## src/rtl/aes_fifo_pkg.sv

```systemverilog
// Shared definitions for the AES block-buffer FIFO write-side logic.
// Holds the arbiter state encoding and the default tdata width.
package aes_fifo_pkg;

  localparam int DEFAULT_DATA_WIDTH = 128;

  localparam logic [1:0] ST_IDLE   = 2'd0;
  localparam logic [1:0] ST_GRANT0 = 2'd1;
  localparam logic [1:0] ST_GRANT1 = 2'd2;

  typedef enum logic [1:0] {
    IDLE   = ST_IDLE,
    GRANT0 = ST_GRANT0,
    GRANT1 = ST_GRANT1
  } arb_state_t;

endpackage

```

## src/rtl/fifo_write_arbiter.sv

```systemverilog
// Packet-granular 2:1 AXI-Stream arbiter for the AES FIFO write port, with MAX_BEATS packet cap.
// Round-robin by default; define FIFO_WRARB_STRICT_PRIO_EN to make s0 always win in IDLE.
//
// state  | meaning
// IDLE   | no grant; arbitrate among valid requesters, nothing forwarded
// GRANT0 | s0 owns the write port until a beat with m_tlast is accepted
// GRANT1 | s1 owns the write port until a beat with m_tlast is accepted
module fifo_write_arbiter
  import aes_fifo_pkg::*;
#(
  parameter int DATA_WIDTH = DEFAULT_DATA_WIDTH,
  parameter int MAX_BEATS  = 16,
  parameter int CNT_WIDTH  = 5
) (
  input  logic                  clk,
  input  logic                  reset,
  input  logic [DATA_WIDTH-1:0] s0_tdata,
  input  logic                  s0_tvalid,
  output logic                  s0_tready,
  input  logic                  s0_tlast,
  input  logic [DATA_WIDTH-1:0] s1_tdata,
  input  logic                  s1_tvalid,
  output logic                  s1_tready,
  input  logic                  s1_tlast,
  output logic [DATA_WIDTH-1:0] m_tdata,
  output logic                  m_tvalid,
  input  logic                  m_tready,
  output logic                  m_tlast,
  output logic                  m_tid,
  output logic                  busy,
  output logic                  overrun_err
);

  localparam logic [CNT_WIDTH-1:0] LAST_CNT = CNT_WIDTH'(MAX_BEATS - 1);

  arb_state_t           state, state_nxt;
  logic                 rr_last;
  logic [CNT_WIDTH-1:0] beat_cnt;
  logic                 at_max;
  logic                 src_last;
  logic                 both_pick_s1;
  logic                 accept;
  logic                 pkt_end;

  assign at_max = (beat_cnt == LAST_CNT);

  // rr_last names the requester served last, so the other one wins a tie.
`ifdef FIFO_WRARB_STRICT_PRIO_EN
  assign both_pick_s1 = 1'b0;
`else
  assign both_pick_s1 = ~rr_last;
`endif

  always_comb begin
    state_nxt = state;
    m_tdata   = '0;
    m_tvalid  = 1'b0;
    m_tlast   = 1'b0;
    m_tid     = 1'b0;
    s0_tready = 1'b0;
    s1_tready = 1'b0;
    busy      = 1'b0;
    src_last  = 1'b0;
    case (state)
      IDLE: begin
        if (s0_tvalid && s1_tvalid) state_nxt = both_pick_s1 ? GRANT1 : GRANT0;
        else if (s0_tvalid)         state_nxt = GRANT0;
        else if (s1_tvalid)         state_nxt = GRANT1;
      end
      GRANT0: begin
        m_tdata   = s0_tdata;
        m_tvalid  = s0_tvalid;
        s0_tready = m_tready;
        src_last  = s0_tlast;
        m_tlast   = s0_tlast || at_max;
        busy      = 1'b1;
        if (s0_tvalid && m_tready && m_tlast) state_nxt = IDLE;
      end
      GRANT1: begin
        m_tdata   = s1_tdata;
        m_tvalid  = s1_tvalid;
        s1_tready = m_tready;
        m_tid     = 1'b1;
        src_last  = s1_tlast;
        m_tlast   = s1_tlast || at_max;
        busy      = 1'b1;
        if (s1_tvalid && m_tready && m_tlast) state_nxt = IDLE;
      end
      default: state_nxt = IDLE;
    endcase
  end

  assign accept  = m_tvalid && m_tready;
  assign pkt_end = accept && m_tlast;

  always_ff @(posedge clk) begin
    if (reset) begin
      state       <= IDLE;
      rr_last     <= 1'b1;
      beat_cnt    <= '0;
      overrun_err <= 1'b0;
    end else begin
      state <= state_nxt;
      if (pkt_end) begin
        rr_last  <= m_tid;
        beat_cnt <= '0;
        // Forced cut: the source's tail is arbitrated again as a fresh packet.
        if (!src_last) overrun_err <= 1'b1;
      end else if (accept) begin
        beat_cnt <= beat_cnt + 1'b1;
      end
    end
  end

`ifdef FORMAL
  logic                  hold_q;
  logic [DATA_WIDTH-1:0] data_q;

  always_ff @(posedge clk) begin
    hold_q <= !reset && m_tvalid && !m_tready;
    data_q <= m_tdata;
    if (!reset) begin
      assert (!(s0_tready && s1_tready));
      assert (state != IDLE || !m_tvalid);
      assert (beat_cnt <= LAST_CNT);
      if (hold_q) assert (m_tdata == data_q);
    end
  end
`endif

endmodule

```

## config.mk

```make
export PLATFORM = sky130hd
export DESIGN_NAME = fifo_write_arbiter
export DESIGN_NICKNAME = d
export VERILOG_FILES = /design/src/rtl/aes_fifo_pkg.sv /design/src/rtl/fifo_write_arbiter.sv
export SDC_FILE = /design/constraint.sdc
export NUM_CORES = 1
export LEC_CHECK = 0
export BUFFER_PORTS_ARGS = -buffer_cell sky130_fd_sc_hd__buf_2
export CAP_MARGIN = 20
export CORE_AREA = 4 4 152 154
export DETAILED_ROUTE_END_ITERATION = 12
export DIE_AREA = 0 0 156 158
export GPL_TIMING_DRIVEN = 0
export SYNTH_ARGS = -nofsm -noshare
export SYNTH_HDL_FRONTEND = slang
export SYNTH_SLANG_ARGS = --single-unit
```

## constraint.sdc

```tcl
create_clock -name clk -period 6 [get_ports clk]
set_clock_uncertainty 0.05 [all_clocks]
set_input_delay 0.6 -clock clk [delete_from_list [all_inputs] [get_ports clk]]
set_output_delay 0.6 -clock clk [all_outputs]
set_load 0.01 [all_outputs]
```

---- Word level (Yosys, flattened, before mapping) ----
Index checks and enable logic that the tools add are counted.
storage, ports and cells
  bits in registers ....................... 9
  input port bits ......................... 263
  output and inout port bits .............. 135
operators by class
  add/subtract/negate cells ............... 1
  equal/unequal tests ..................... 6
  multiplexer cells ....................... 15
  bitwise logic cells ..................... 1
  reductions and logical operators ........ 14
operators with widths
  operator                                              number
  one-hot mux 128 bit (2 select lines)                  1
  two-way mux 2 bit                                     6
  logical AND 1 bit                                     7
  one-hot mux 1 bit (2 select lines)                    3
  one-hot mux 2 bit (3 select lines)                    1
  adder 5 x 1 -> 5 bit (second input constant)          1
  equality test 5 x 4 -> 1 bit (second input constant)  1
  two-way mux 1 bit                                     4
  inequality test 2 bit (second input constant)         2
  inequality test 4 bit (second input constant)         1
  OR reduction 2 bit                                    2
  AND reduction 3 bit                                   1
  equality test 2 x 1 -> 1 bit (second input constant)  1
  equality test 2 bit (second input constant)           1
  zero test 2 bit                                       1
  logical OR 1 bit                                      2
  AND reduction 2 bit                                   1
  inverter 1 bit                                        1

---- Depth between registers and ports, before layout ----
Gate-level depths: netlist of run 1.
  depth in word-level cells ............... 5
  mapped depth ............................ 8
  gate-level depth less buffers ........... 7

---- Worst setup path after synthesis of run 1 ----
OpenSTA, ideal clock, no wires.
  path kind ............................... register to output
  start ................................... reg state[0]
  end ..................................... out m_tdata[0]
  arrival time ............................ 1.605 ns
  path slack .............................. 3.745 ns
  cell stages (with the launch flop) ...... 8
  path through ............................ dfxtp_1 -> inv_1 -> ha_1 -> buf_4 -> clkbuf_1 -> clkbuf_1 -> a22oi_1 -> nor2b_1
on the way
  word-level cells in the longest chain between the ends .. 2
  elaborated cells between the ends (all ways) .. 3
  classes of those cells .................. 2 x eq/ne; 1 x mux
ends and longest elaborated chain
  element                                                                     RTL line                   text
  start: declaration                                                          fifo_write_arbiter.sv:36   arb_state_t state, state_nxt;
  start signal: assignment                                                    fifo_write_arbiter.sv:103  state <= state_nxt;
  equality test 2 bit / equality test 2 x 1 -> 1 bit (equally long branches)  fifo_write_arbiter.sv:64   case (state)
  one-hot mux 128 bit (2 select lines) *                                      fifo_write_arbiter.sv:64
  end: declaration                                                            fifo_write_arbiter.sv:25   output logic [DATA_WIDTH-1:0] m_tdata,
Mark *: on every way between the ends. The rest lies on a longest branch, timed or not.

---- Worst setup path after layout of run 1 ----
  start ................................... reg state[0]
  end ..................................... out m_tdata[124]
Same word-level chain as after synthesis.

==> results of run 1 <==
[state kept, by name (all words and copies together), names as in the netlist]
| signal | cells |
|---|---|
| rr_last | 1 |
| state | 2 |
| overrun_err | 1 |
| beat_cnt | 5 |
[worst min-delay path: cells and delay by family, from the launching register on]
kind / cells / cell delay, ns
AND/OR/NAND/NOR: 1 / 0.05
flip-flops: 1 / 0.30
AO/OA/AOI/OAI: 1 / 0.05
[layout make-up]
type / count / share of cell area [%]
multi-input combinational: 308 / 43.1
timing repair buffer: 396 / 40.4
tap: 280 / 7.13
sequential: 9 / 3.67
buffer: 45 / 3.67
clock buffer: 4 / 1.61
inverter: 5 / 0.382
antenna: 1 / 0.0510
[power by group through the flow]
stage                     logic [mW]  registers, mW  clock network, mW
after floorplan                0.519         0.0668                  0
after global placement         0.885         0.0674                  0
after detailed placement       0.892         0.0675                  0
after CTS                      0.895         0.0666              0.119
after global routing           0.972         0.0669              0.122
final                          0.880         0.0665              0.116
[routing by layer]
layer  routed length (um)  up-vias
met5                    7        -
met4                  472        2
met3                 1730       30
met2                 8960      312
met1                 6610     2040
li1                     -     2163
[layout by cell type (no fill, tap or decap), types with 2 or more instances in the layout]
| cell type | n |
|---|---|
| o21ai_0 | 6 |
| nand3_1 | 6 |
| buf_1 | 2 |
| a31oi_1 | 3 |
| or3_1 | 2 |
| clkbuf_1 | 39 |
| buf_4 | 2 |
| clkbuf_16 | 3 |
| inv_1 | 5 |
| ha_1 | 5 |
| and2_1 | 5 |
| and3_1 | 2 |
| a21oi_1 | 4 |
| dfxtp_1 | 9 |
| a22oi_1 | 130 |
| nand2_1 | 7 |
| nor2b_1 | 128 |
| buf_2 | 399 |
[how the worst max path moves through the flow]
stage,from,endpoint,slack [ns],cells after the start
3_3_place_gp,state[1],m_tdata[64],2.54,8
4_1_cts,state[1],m_tdata[64],2.25,8
5_1_grt,state[1],m_tdata[64],2.11,8
2_1_floorplan,state[0],m_tdata[0],3.74,7
6_report,state[0],m_tdata[124],2.48,8
3_5_place_dp,state[1],m_tdata[64],2.51,8
[cells by family (layout without fill, tap and decap cells)]
family                     count (synthesis)  count (layout)  share of synthesized area [%]
AOI/OAI and AO/OA                        146             146                           43.2
adders and majority gates                  5               5                           2.51
buffers and inverters                     50             450                           7.97
DFF                                        9               9                           7.21
muxes                                      1               1                          0.401
other                                      0               1                              0
and+or+nand+nor                          156             156                           38.7
[stage by stage]
step	hold slack, ns	cells	worst slack [ns]	util (%)	total power [mW]
global route	0.426	1048	2.11	22.6	1.16
CTS	0.407	1047	2.25	22.6	1.08
detailed placement	0.402	1043	2.51	22.3	0.959
global placement	0.395	1043	2.54	22.3	0.953
floorplan	0.382	367	3.74	-	0.586
finish	0.404	1048	2.48	22.6	1.06
==> results.yml, run 1 <==
cts:
  cts_tree: "done"
  root_buffer: "clkbuf_16"
  h-tree-depth: 1
  cts_made_buffers: 3
  cts.sink_count: 9
  hold_buffers: 0
  clk_latency_ns: 0.23
  cts.repair.resized: 0
  cts_buffer_depth: 2
  cts_setup_buffers: 0
  clk_pin_slew_ns: 0.04
global_route:
  grt_antenna_before_repair: 3
  busiest_layer: "met2"
  gr-usage-all-layers_pct: 12.4
  grt_first_pass_wirelength_um: 23800
  met3_usage_pct: 1.75
  grt_pass1_vias: 4303
  grt_overflow: 0
  grt_use_met1_pct: 14.5
  grt_start_max_net_pins: 11
  grtUsageMet2_pct: 23.1
sta:
  tightest_slew_ns: 0.858
  final_hold_viol_count: 0
  period_minus_slack_ns: 3.52
  tns_ns: 0
  relSlewSlack_pct: 42.8
  period_share_pct: 58.6
  setup_viol: 0
  slew_violations: 0
  rsz0062_at_grt: "false"
  fmax_ghz: 0.284
setup_path:
  r2r_slack_ns: 3.68
  cp.required_ns: 5.35
  r2r_cells: 8
  rr_startpoint: "state[0]"
  path_buf_inv: 5
  rr_endpoint: "overrun_err"
  slowest_stage: "clkbuf_1"
  path_class: "reg2out"
  cp.arrival_ns: 2.87
  crit_path_end_kind: "output pin"
  cp_common_cell: "clkbuf_1"
  crit_path_max_incr_delay_ns: 0.67
  critPathMaxFanout: 10
  critPathLaunchType: "flip-flop"
  path_delay_family: "buffers and inverters"
  crit_chain: "inv_1, ha_1, buf_4, clkbuf_1, clkbuf_1, a22oi_1, nor2b_1, buf_2"
min_path:
  hold_depth: 2
  hold_start: "beat_cnt[4]"
  min_to: "beat_cnt[4]"
  hold_path.class: "reg2reg"
power_and_ir_drop:
  pwr-share-comb_pct: 82.8
  ir_drop_mv: 0.0841
  p_switching_mw: 0.529
  intPower_mw: 0.533
  seqPwrFrac_pct: 6.3
  p_per_area_nw_per_um2: 216
  switching_share_pct: 49.8
  p_leak_nw: 2.40
  p_clk_share_pct: 10.9
detailed_routing:
  drtIter0Drc: 340
  via_count: 4547
  viasPerCell: 4.34
  drc_errors: 0
  routed_wirelength_um: 17800
  dr.pass1.iters: 5
  ant_nets: 0
  wire_per_inst_um: 17.0
outcome:
  outcome: "finished clean"
floorplan:
  die_area_um2: 24600
  pin_count: 398
  die_x_um: 156
  die_height_um: 158
  core.rowCount: 54
  initial_core_util_pct: 11.5
  coreArea_um2: 21700
logic_synthesis:
  synthTopCellsByArea: "a22oi_1 39%, nor2b_1 32%, dfxtp_1 7.2%"
  synth-edff-count: 0
  synth_most_common_cell: "a22oi_1"
  syn-num-nets: 635
  yosysTopAreaCell: "a22oi_1"
  ys_top_cells_by_count: "130 x a22oi_1, 128 x nor2b_1, 38 x clkbuf_1"
  ys_ff_latch: 9
  async_reset_ff_share_pct: 0
  synthFlopType: "dfxtp_1"
  synth_top_area_share_pct: 39.1
  synth_area_um2: 2500
  syn_avg_cell_area_um2: 6.80
  synth_cell_types: 27
  synthCells: 367
  synth-seq-area-share_pct: 7.21
  ys_warn_count: 0
finish:
  drive_gt1_share_pct: 52.9
  final_area_um2: 4910
  regArea_um2: 180
  nets: 1036
  multi_input_area_um2: 2120
  syn_to_final_growth_pct: 96.6
  fillers: 2433
placement:
  dp_hpwl_um: 15300
  place_area_um2: 4830
  gp_congestion: 0.865
  port_buffers: 396
run:
  drv_cap: 0
Power figures use the tool's default switching activity.
==> inputs of run 2 (changes only) <==
--- a/config.mk
+++ b/config.mk
@@ -7,9 +7,9 @@
 export LEC_CHECK = 0
 export BUFFER_PORTS_ARGS = -buffer_cell sky130_fd_sc_hd__buf_2
 export CAP_MARGIN = 20
-export CORE_AREA = 4 4 152 154
+export CORE_AREA = 4 4 154 156
 export DETAILED_ROUTE_END_ITERATION = 12
-export DIE_AREA = 0 0 156 158
+export DIE_AREA = 0 0 158 160
 export GPL_TIMING_DRIVEN = 0
 export SYNTH_ARGS = -nofsm -noshare
 export SYNTH_HDL_FRONTEND = slang
==> constraint.sdc (replaced) <==
create_clock -name clk -period 3.6 [get_ports clk]
set_clock_uncertainty 0.05 [all_clocks]
set_input_delay 0.36 -clock clk [delete_from_list [all_inputs] [get_ports clk]]
set_output_delay 0.36 -clock clk [all_outputs]
set_load 0.01 [all_outputs]
==> results.yml, run 2 (same netlist as run 1, synthesis figures left out) <==
outcome:
  outcome: "finished clean"
placement:
  dp.cells: 1048
  port_buffers: 396
  dp_hpwl_um: 14700
  gp_congestion: 0.863
power_and_ir_drop:
  p_switching_mw: 0.851
  switching_share_pct: 48.9
  p_leak_nw: 2.40
  p_per_area_nw_per_um2: 354
  seqPwrFrac_pct: 6.4
  ir_drop_mv: 0.181
  intPower_mw: 0.889
  p_clk_share_pct: 11.2
  pwr-share-comb_pct: 82.4
finish:
  fin_cells: 1054
  syn_to_final_growth_pct: 97.0
  layout_commonest_cell: "buf_2"
  postLayoutCoreUtil_pct: 22.0
  final_cell_mix: "399 x buf_2, 130 x a22oi_1, 128 x nor2b_1"
  drive_gt1_share_pct: 52.9
  reg_top3: "beat_cnt (5), state (2)"
  max_flop_register: "beat_cnt"
  nets: 1036
  largest_reg_flops: 5
sta:
  final_hold_viol_count: 0
  period_minus_slack_ns: 3.17
  fmax_ghz: 0.316
  rsz0062_at_grt: "false"
  setup_viol: 0
  slew_violations: 0
  tns_ns: 0
  relSlewSlack_pct: 46.1
  period_share_pct: 87.9
  tightest_slew_ns: 0.809
global_route:
  gr-usage-all-layers_pct: 11.9
  grt_use_met1_pct: 14.4
  grt_first_pass_wirelength_um: 24000
  grt_pass1_vias: 4272
  grt_overflow: 0
  grt_antenna_before_repair: 4
  grtUsageMet2_pct: 21.9
  met3_usage_pct: 1.95
  grt_start_max_net_pins: 11
  busiest_layer: "met2"
detailed_routing:
  drc_errors: 0
  dr.pass1.iters: 5
  routed_wirelength_um: 17200
  viasPerCell: 4.30
  via_count: 4530
  drtIter0Drc: 313
  wire_per_inst_um: 16.3
  ant_nets: 0
setup_path:
  crit_chain: "inv_1, ha_1, buf_4, clkbuf_1, clkbuf_1, a22oi_1, nor2b_1, buf_2"
  cp.required_ns: 3.19
  critPathMaxFanout: 10
  critPathLaunchType: "flip-flop"
  crit_path_end_kind: "output pin"
  cp.arrival_ns: 2.76
  path_buf_inv: 5
  crit_path_max_incr_delay_ns: 0.63
  slowest_stage: "clkbuf_1"
  path_delay_family: "buffers and inverters"
  cp_common_cell: "clkbuf_1"
  path_class: "reg2out"
floorplan:
  die_area_um2: 25300
  die_x_um: 158
  die_height_um: 160
  core.rowCount: 55
  pin_count: 398
  coreArea_um2: 22400
  initial_core_util_pct: 11.2
cts:
  cts.sink_count: 9
  cts_setup_buffers: 0
  clk_pin_slew_ns: 0.04
  cts_made_buffers: 3
  cts_buffer_depth: 2
  root_buffer: "clkbuf_16"
  cts.repair.resized: 0
  clk_latency_ns: 0.23
  cts_tree: "done"
  h-tree-depth: 1
  hold_buffers: 0
run:
  drv_cap: 0
min_path:
  hold_path.class: "reg2reg"
-- run 2: worst paths after layout --
kind                                  start           end  slack (ns)  cells past startpoint
worst max register to register     state[0]   overrun_err        1.31                      8
worst min-delay path            beat_cnt[4]   beat_cnt[4]        0.40                      2
worst max-delay path               state[0]  m_tdata[119]        0.43                      8
worst min register to register  beat_cnt[4]   beat_cnt[4]        0.40                      2
-- run 2: per-layer routing --
metal	vias up	routed length, um
met5	-	12
met4	2	382
met3	30	1580
met2	298	8580
met1	2039	6620
li1	2161	-
-- run 2: area by class of cell --
| class | count | area (um2) |
|---|---|---|
| fill | 2558 | 17400 |
| multi-input combinational | 308 | 2120 |
| timing repair buffer | 396 | 1980 |
| tap | 285 | 357 |
| sequential | 9 | 180 |
| buffer | 45 | 180 |
| clock buffer | 4 | 78.8 |
| inverter | 5 | 18.8 |
| antenna | 2 | 5.00 |
-- run 2: worst min-delay path: stages (launching register included) --
cell	delay, ns
dfxtp_1	0.30
nand2_1	0.05
a21oi_1	0.05
-- run 2: power by group through the flow --
| stage | Sequential, mW | Combinational, mW | Clock, mW |
|---|---|---|---|
| 6_report | 0.111 | 1.43 | 0.195 |
| 5_1_grt | 0.112 | 1.58 | 0.208 |
| 4_1_cts | 0.111 | 1.45 | 0.196 |
| 3_5_place_dp | 0.113 | 1.45 | 0 |
| 3_3_place_gp | 0.112 | 1.44 | 0 |
| 2_1_floorplan | 0.111 | 0.865 | 0 |
-- run 2: stage by stage --
stage | power [mW] | cell area, um2 | setup slack (ns) | hold WS (ns)
floorplan | 0.977 | 2500 | 1.58 | 0.382
global route | 1.90 | 4920 | 0.178 | 0.431
CTS | 1.76 | 4910 | 0.235 | 0.408
global placement | 1.55 | 4840 | 0.508 | 0.394
finish | 1.74 | 4920 | 0.435 | 0.403
detailed placement | 1.56 | 4840 | 0.479 | 0.395
